## config.mk

```make
export PLATFORM = sky130hd
export DESIGN_NAME = instr_sequencer_flat
export DESIGN_NICKNAME = d
export VERILOG_FILES = /design/src/rtl/instr_sequencer_if.sv /design/src/rtl/instr_sequencer.sv /design/src/flat_wrapper.sv
export SDC_FILE = /design/constraint.sdc
export NUM_CORES = 1
export LEC_CHECK = 0
export BUFFER_PORTS_ARGS = -buffer_cell sky130_fd_sc_hd__buf_2
export CAP_MARGIN = 20
export CORE_MARGIN = 10
export CORE_UTILIZATION = 54
export CTS_CLUSTER_SIZE = 28
export DETAILED_ROUTE_END_ITERATION = 12
export PLACE_DENSITY = 0.8
export SLEW_MARGIN = 20
export SYNTH_ARGS = -nofsm -noshare
export SYNTH_HDL_FRONTEND = slang
export SYNTH_SLANG_ARGS = --single-unit
```

## constraint.sdc

```tcl
create_clock -name clk -period 2.4 [get_ports clk]
set_input_delay 0.36 -clock clk [delete_from_list [all_inputs] [get_ports clk]]
set_output_delay 0.36 -clock clk [all_outputs]
set_load 0.005 [all_outputs]
```

## src/rtl/instr_sequencer_if.sv

```systemverilog
// Instruction-memory, decoder, ALU-flag and data-memory handshake bundle
// between the sequencer (master) and the datapath around it (slave).
interface instr_sequencer_if #(
    parameter int PC_WIDTH  = 10,
    parameter int IMM_WIDTH = 8
);
    logic                 imem_req;
    logic [PC_WIDTH-1:0]  imem_addr;
    logic                 imem_valid;
    logic                 ir_load;
    logic                 dec_jump;
    logic                 dec_branch;
    logic                 alu_zero;
    logic [IMM_WIDTH-1:0] dec_imm;
    logic                 dec_reg_write;
    logic                 dec_mem_read;
    logic                 dec_mem_write;
    logic                 dec_done;
    logic                 mem_req;
    logic                 mem_we;
    logic                 mem_ack;
    logic                 reg_we;

    modport master (
        output imem_req, imem_addr, ir_load, mem_req, mem_we, reg_we,
        input  imem_valid, dec_jump, dec_branch, alu_zero, dec_imm,
               dec_reg_write, dec_mem_read, dec_mem_write, dec_done, mem_ack
    );

    modport slave (
        input  imem_req, imem_addr, ir_load, mem_req, mem_we, reg_we,
        output imem_valid, dec_jump, dec_branch, alu_zero, dec_imm,
               dec_reg_write, dec_mem_read, dec_mem_write, dec_done, mem_ack
    );
endinterface

```

## src/rtl/instr_sequencer.sv

```systemverilog
// Multi-cycle fetch/execute/memory control FSM for the 9-bit-instruction datapath:
// owns the PC, the retired-instruction counter and the register-write qualification.
module instr_sequencer #(
    parameter int PC_WIDTH  = 10,
    parameter int IMM_WIDTH = 8,
    parameter int CNT_WIDTH = 16
) (
    input  logic                 clk,
    input  logic                 rst_n,
    input  logic                 start,
    input  logic [PC_WIDTH-1:0]  start_pc,
    instr_sequencer_if.master    bus,
    output logic                 busy,
    output logic                 halted,
    output logic [CNT_WIDTH-1:0] instr_count
);

    typedef enum logic [2:0] {
        IDLE  = 3'd0,
        FETCH = 3'd1,
        EXEC  = 3'd2,
        MEM   = 3'd3,
        HALT  = 3'd4
    } state_t;

    state_t               state, state_nxt;
    logic [PC_WIDTH-1:0]  pc, pc_nxt, seq_pc, imm_ext;
    logic [CNT_WIDTH-1:0] cnt_nxt;
    logic                 ir_load, reg_we;

    always_ff @(posedge clk or negedge rst_n) begin
        if (!rst_n) begin
            state       <= IDLE;
            pc          <= '0;
            instr_count <= '0;
        end else begin
            state       <= state_nxt;
            pc          <= pc_nxt;
            instr_count <= cnt_nxt;
        end
    end

    // Immediate is two's complement; all PC arithmetic wraps modulo 2^PC_WIDTH.
    assign imm_ext = PC_WIDTH'($signed(bus.dec_imm));

    always_comb begin
        if (bus.dec_jump)
            seq_pc = pc + imm_ext;
        else if (bus.dec_branch && bus.alu_zero)
            seq_pc = pc + PC_WIDTH'(2);
        else
            seq_pc = pc + PC_WIDTH'(1);
    end

    always_comb begin
        state_nxt = state;
        pc_nxt    = pc;
        cnt_nxt   = instr_count;
        ir_load   = 1'b0;
        reg_we    = 1'b0;
        case (state)
            IDLE, HALT: begin
                if (start) begin
                    pc_nxt    = start_pc;
                    cnt_nxt   = '0;
                    state_nxt = FETCH;
                end
            end
            FETCH: begin
                if (bus.imem_valid) begin
                    ir_load   = 1'b1;
                    state_nxt = EXEC;
                end
            end
            EXEC: begin
                // Halt retires in place; memory ops retire only once MEM completes.
                if (bus.dec_done) begin
                    cnt_nxt   = instr_count + CNT_WIDTH'(1);
                    state_nxt = HALT;
                end else if (bus.dec_mem_read || bus.dec_mem_write) begin
                    state_nxt = MEM;
                end else begin
                    reg_we    = bus.dec_reg_write;
                    cnt_nxt   = instr_count + CNT_WIDTH'(1);
                    pc_nxt    = seq_pc;
                    state_nxt = FETCH;
                end
            end
            MEM: begin
                if (bus.mem_ack) begin
                    reg_we    = bus.dec_mem_read;
                    pc_nxt    = pc + PC_WIDTH'(1);
                    cnt_nxt   = instr_count + CNT_WIDTH'(1);
                    state_nxt = FETCH;
                end
            end
            default: state_nxt = IDLE;
        endcase
    end

    assign bus.imem_req  = (state == FETCH);
    assign bus.imem_addr = pc;
    assign bus.ir_load   = ir_load;
    assign bus.mem_req   = (state == MEM);
    assign bus.mem_we    = (state == MEM) && bus.dec_mem_write;
    assign bus.reg_we    = reg_we;
    assign busy          = (state == FETCH) || (state == EXEC) || (state == MEM);
    assign halted        = (state == HALT);

endmodule

```

## src/flat_wrapper.sv

```systemverilog
// flat-port wrapper written by rule: the top's interface ports become plain ports
module instr_sequencer_flat 
#(
    parameter int PC_WIDTH  = 10,
    parameter int IMM_WIDTH = 8,
    parameter int CNT_WIDTH = 16
)
  (clk, rst_n, start, start_pc, busy, halted, instr_count, bus_imem_req, bus_imem_addr, bus_ir_load, bus_mem_req, bus_mem_we, bus_reg_we, bus_imem_valid, bus_dec_jump, bus_dec_branch, bus_alu_zero, bus_dec_imm, bus_dec_reg_write, bus_dec_mem_read, bus_dec_mem_write, bus_dec_done, bus_mem_ack);
  instr_sequencer_if #(.PC_WIDTH(PC_WIDTH), .IMM_WIDTH(IMM_WIDTH)) bus_i ();
  input  logic clk;
  input  logic rst_n;
  input  logic start;
  input  logic [PC_WIDTH-1:0] start_pc;
  output logic busy;
  output logic halted;
  output logic [CNT_WIDTH-1:0] instr_count;
  output wire logic [$bits(bus_i.imem_req)-1:0] bus_imem_req;
  output wire logic [$bits(bus_i.imem_addr)-1:0] bus_imem_addr;
  output wire logic [$bits(bus_i.ir_load)-1:0] bus_ir_load;
  output wire logic [$bits(bus_i.mem_req)-1:0] bus_mem_req;
  output wire logic [$bits(bus_i.mem_we)-1:0] bus_mem_we;
  output wire logic [$bits(bus_i.reg_we)-1:0] bus_reg_we;
  input wire logic [$bits(bus_i.imem_valid)-1:0] bus_imem_valid;
  input wire logic [$bits(bus_i.dec_jump)-1:0] bus_dec_jump;
  input wire logic [$bits(bus_i.dec_branch)-1:0] bus_dec_branch;
  input wire logic [$bits(bus_i.alu_zero)-1:0] bus_alu_zero;
  input wire logic [$bits(bus_i.dec_imm)-1:0] bus_dec_imm;
  input wire logic [$bits(bus_i.dec_reg_write)-1:0] bus_dec_reg_write;
  input wire logic [$bits(bus_i.dec_mem_read)-1:0] bus_dec_mem_read;
  input wire logic [$bits(bus_i.dec_mem_write)-1:0] bus_dec_mem_write;
  input wire logic [$bits(bus_i.dec_done)-1:0] bus_dec_done;
  input wire logic [$bits(bus_i.mem_ack)-1:0] bus_mem_ack;
  assign bus_imem_req = bus_i.imem_req;
  assign bus_imem_addr = bus_i.imem_addr;
  assign bus_ir_load = bus_i.ir_load;
  assign bus_mem_req = bus_i.mem_req;
  assign bus_mem_we = bus_i.mem_we;
  assign bus_reg_we = bus_i.reg_we;
  assign bus_i.imem_valid = bus_imem_valid;
  assign bus_i.dec_jump = bus_dec_jump;
  assign bus_i.dec_branch = bus_dec_branch;
  assign bus_i.alu_zero = bus_alu_zero;
  assign bus_i.dec_imm = bus_dec_imm;
  assign bus_i.dec_reg_write = bus_dec_reg_write;
  assign bus_i.dec_mem_read = bus_dec_mem_read;
  assign bus_i.dec_mem_write = bus_dec_mem_write;
  assign bus_i.dec_done = bus_dec_done;
  assign bus_i.mem_ack = bus_mem_ack;
  instr_sequencer #(.PC_WIDTH(PC_WIDTH), .IMM_WIDTH(IMM_WIDTH), .CNT_WIDTH(CNT_WIDTH)) u_core (.clk(clk), .rst_n(rst_n), .start(start), .start_pc(start_pc), .bus(bus_i), .busy(busy), .halted(halted), .instr_count(instr_count));
endmodule
```

Word level (Yosys, flattened, before mapping)
Index checks and enable logic that the tools add are counted.
{ "classes": {"magnitude_cmp": 0, "eq_ne": 10, "shift": 0, "addsub": 4, "mul": 0, "muxes": 24, "n_div": 0, "n_bitwise": 0, "n_reduce_logical": 11} }
{ "op_table": {"columns": ["op", "count"], "rows": [
  ["$mux W16", 4],
  ["$mux W10", 6],
  ["$pmux W16 S3", 1],
  ["$pmux W10 S3", 1],
  ["$add A16 B1 Y16 const B", 1],
  ["$mux W3", 4],
  ["$pmux W3 S4", 1],
  ["$add A10 B1 Y10 const B", 1],
  ["$add A10 B10 Y10", 1],
  ["$add A10 B2 Y10 const B", 1],
  ["$eq A3 B2 Y1 const B", 2],
  ["$ne A2 B2 Y1 const B", 3],
  ["$mux W1", 5],
  ["$reduce_and A5 Y1", 1],
  ["$ne A2 B1 Y1 const B", 2],
  ["$reduce_and A4 Y1", 1],
  ["$eq A3 B1 Y1 const B", 1],
  ["$eq A3 B3 Y1 const B", 1],
  ["$logic_not A3 Y1", 1],
  ["$logic_or A1 B1 Y1", 3],
  ["$ne A3 B3 Y1 const B", 1],
  ["$reduce_and A3 Y1", 1],
  ["$reduce_bool A3 Y1", 1],
  ["$logic_and A1 B1 Y1", 2],
  ["other kinds (3)", 3]
]} }
{ "totals": {"latchBits": 0, "register_bits": 29, "romBits": 0, "ram_bits": 0, "wordCells": 52, "mem_count": 0} }

Longest topological paths before layout
{ "depth": {"depth_word": 6, "depth_mapped": 8} }

Worst setup path after synthesis
Ideal clock, no wire load.
{ "synth_path": {"path_type": "reg-to-reg", "start": "register u_core.pc[1], in the netlist u_core.bus.imem_addr[1]", "end": "register u_core.pc[7], in the netlist u_core.bus.imem_addr[7]", "path_buffers": 0, "setup_ns": 0.126, "t_required_ns": 2.274, "path_stages_with_launch": 7, "setup_slack_ns": 0.463, "period_less_slack_ns": 1.937, "arrival_ns": 1.811, "cell_sequence": "dfrtp_1 -> ha_1 -> a21o_1 -> and4_1 -> o31ai_1 -> xnor2_1 -> a221o_2"} }
{ "synth_via": {"elab_chain_len": 6, "word_cells_on_any_way": 9} }
{ "synth_rtl": {"columns": ["element", "line_no", "text"], "rows": [
  ["start, declared", "instr_sequencer.sv:27", "logic [PC_WIDTH-1:0] pc, pc_nxt, seq_pc, imm_ext;"],
  ["start signal, assigned", "instr_sequencer.sv:38", "pc <= pc_nxt;"],
  ["$add A10 B1 Y10 / $add A10 B2 Y10 (equally long branches)", "instr_sequencer.sv:52, instr_sequencer.sv:92, instr_sequencer.sv:50", null],
  ["$mux W10", "instr_sequencer.sv:49", "else if (bus.dec_branch && bus.alu_zero)"],
  ["$mux W10", "instr_sequencer.sv:47", "if (bus.dec_jump)"],
  ["$mux W10", "instr_sequencer.sv:80", "end else if (bus.dec_mem_read || bus.dec_mem_write) begin"],
  ["$mux W10", "instr_sequencer.sv:77", "if (bus.dec_done) begin"],
  ["$pmux W10 S3 *", "instr_sequencer.sv:61", "case (state)"]
]} }
Every way passes the cells marked *; elsewhere a longest branch is shown, timed or not. The select of a mux whose other input is x is not followed.
A chain may end at the register's enable or synchronous reset.

Worst setup path after layout
{ "layout_path": {"start": "register u_core.pc[2], in the netlist u_core.bus.imem_addr[2]", "end": "register u_core.pc[7], in the netlist u_core.bus.imem_addr[7]"} }
Same word-level chain as after synthesis.

==> reports/results.txt <==
number of fill cells - 413
final slew viol count - 0
RSZ-0062 raised after global routing - no
Initial Utilization - 55.5%
Synth-to-Final Area Change - 18.0%
net switching power - 1450 µW
Via Count - 2664
length in cells of the worst reg-to-reg path - 6
largest net degree at the start of global routing - 30
fin cells - 430
Synth area leaders - dfrtp_1, ha_1, xor2_1, o21ai_0, nand2_1
Final ANT Viol Nets - 0
Final Cell Area - 3070 µm²
num rows - 25
crit path capture type - flop
worst skew pair latency - 0.29 ns
DRT Wirelength - 7.37 mm
RR Endpoint - u_core.bus.imem_addr[7]$_DFFE_PN0P_
PnR worst setup slack - 0.308 ns
Yosys top cell area share - 27.9%
R2R setup slack - 0.31 ns
Clk pwr share - 17.2%
CTS H-tree depth - 2
Util after Layout - 65.5%
GRT overflow - 0
Pwr Density - 1040 nW/µm²
number of synthesized register bits - 29
number of CTS-inserted buffers - 5
wire per inst - 17.1 µm
Int Power - 1750 µW
Flop pwr share - 26.8%
Final min period - 2.09 ns
Total Neg Setup Slack - 0 ns
CP Launch Point - u_core.bus.imem_addr[2]$_DFFE_PN0P_
fin nets - 418
commonest register cell after synthesis - dfrtp_1
post-synthesis async set-or-reset flop share - 100%
via count of the first global-routing pass - 2518
die area - 8000 µm²
dpl ws - 0.348 ns
Max clock buf depth - 2
part of the power in combinational logic - 56.0%
most common cell in the netlist - dfrtp_1
syn_area_per_cell - 8.30 µm²
residual DRC count - 0
IR drop worst, VDD - 0.542 mV
first-pass GRT wire length - 12.2 mm
Placed Cells - 422
Synth Warn # - 0
Mapped Nets - 357
Worst Setup Start Kind - flop
placed instance area - 2950 µm²
post-synth cell types - 60
Vias per Instance - 6.20
Net Sw Frac - 45.4%
initial antenna violation count - 0
CP Class - flop to flop
number of synthesized flops with an enable pin - 0
Final Hold Viols - 0
top cells by count, synth - dfrtp_1, nand2_1, nor2_1
GRT Util Overall - 19.0%
CTS tree - built
post-cts hold buffer count - 0
CP arrival - 2.31 ns
Final Skew - 0.0129 ns
max frequency - 478 MHz
Slew headroom - 54.2%
Post-Syn Instances - 314
critical-path maximum fanout - 8
Reg-to-Reg Start - u_core.bus.imem_addr[2]$_DFFE_PN0P_
Yosys top cell by area - dfrtp_1
status - finished, final reports clean
Setup violations, final - 0
Leak - 0.00143 µW
core area - 4690 µm²
fin crit share - 87.2%
HP Class - primary input to async pin
Reg clk slew, reported paths - 0.08 ns
die extent in x - 89.5 µm
Antenna diodes - 0
Ports - 63
die height - 89.5 µm
Slew @ Worst Pin - 0.687 ns
initial DRC count - 238
Post CTS Setup Buffer Count - 0
Seq/Total Area, Yosys - 27.9%
DRT Pass-1 Iters - 5
CP endpoint - u_core.bus.imem_addr[7]$_DFFE_PN0P_
# clock sinks - 29
share of layout cells above drive strength 1 - 25.3%
gpl congestion - 0.923
PortBufs - 62
Final HPWL DP - 5.66 mm
max_cap viols - 0
Post-CTS Resized - 0
Root Buffer - clkbuf_8
Worst Path Required - 2.62 ns
Mapped Area - 2600 µm²
[worst min-delay path by stage]
| stage | startpoint | end | slack (ns) |
|---|---|---|---|
| after floorplan | rst_n | u_core.bus.imem_addr[0]$_DFFE_PN0P_ | 0.06 |
| after global placement | rst_n | u_core.instr_count[5]$_DFFE_PN0P_ | 0.44 |
| after detailed placement | rst_n | u_core.instr_count[14]$_DFFE_PN0P_ | 0.45 |
| after CTS | rst_n | u_core.instr_count[14]$_DFFE_PN0P_ | 0.13 |
| after global routing | rst_n | u_core.instr_count[5]$_DFFE_PN0P_ | 0.16 |
| final | rst_n | u_core.instr_count[4]$_DFFE_PN0P_ | 0.11 |
[layout by cell type, fill, tap and decap left out, types with 12 or more instances in the layout]
cell type / count
nor2_1: 24
a21oi_1: 16
ha_1: 12
dfrtp_1: 29
buf_2: 62
nand3_1: 14
xor2_1: 12
nand2_1: 26
o21ai_0: 20
[registers in the layout, indices dropped and copies added (netlist names)]
name,flops
u_core.instr_count,16
u_core.state,3
u_core.bus.imem_addr,10
[kinds of logic (layout without fill, tap and decap cells)]
family                   Yosys count  count (layout)  synth area share (%)
AND/OR/NAND/NOR                  137             137                  29.4
AO/OA/AOI/OAI                     89              89                  24.0
flip-flops                        29              29                  27.9
buffers and inverters             24              86                  4.56
XOR/XNOR                          18              18                  6.05
adder cells (fa/ha/maj)           13              13                  6.53
multiplexers                       4               4                  1.59
[worst max-delay path: stages, from the launching register on]
cell and delay [ns]:
dfrtp_1 0.54, ha_1 0.25, nand3_1 0.12, or2_2 0.35, or4_1 0.47, a31oi_1 0.16
a221o_2 0.13
[per-layer routing]
metal,part of all wire [%],global-route usage (%),up-vias
met5,0,0,-
met4,2.0,5.64,0
met3,6.0,3.83,18
met2,46,31.9,103
met1,46,23.9,1241
li1,-,-,1302
[cell type report]
cell class              instances  area, µm²  area share [%]
multi-input cells             261       1760            57.3
flip-flops and latches         29        726            23.6
repair buffers                 70        370            12.0
clock buffers                   6       82.6            2.69
well taps                      54       67.6            2.20
clock inverters                 2       37.5            1.22
inverters                       8       30.0           0.977
[power groups by stage]
| stage | sequential, µW | combinational [µW] | clock, µW |
|---|---|---|---|
| after floorplan | 768 | 1330 | 0 |
| after global placement | 856 | 1750 | 0 |
| after detailed placement | 864 | 1770 | 0 |
| after CTS | 856 | 1780 | 561 |
| after global routing | 897 | 1990 | 582 |
| final | 860 | 1790 | 552 |
[through the flow]
| stage | hold slack [ns] | total power, µW |
|---|---|---|
| 2_1_floorplan | 0.0644 | 2100 |
| 3_3_place_gp | 0.444 | 2610 |
| 3_5_place_dp | 0.445 | 2630 |
| 4_1_cts | 0.131 | 3200 |
| 5_1_grt | 0.159 | 3470 |
| 6_report | 0.106 | 3210 |
No activity file was read; power rests on OpenSTA's default activity.
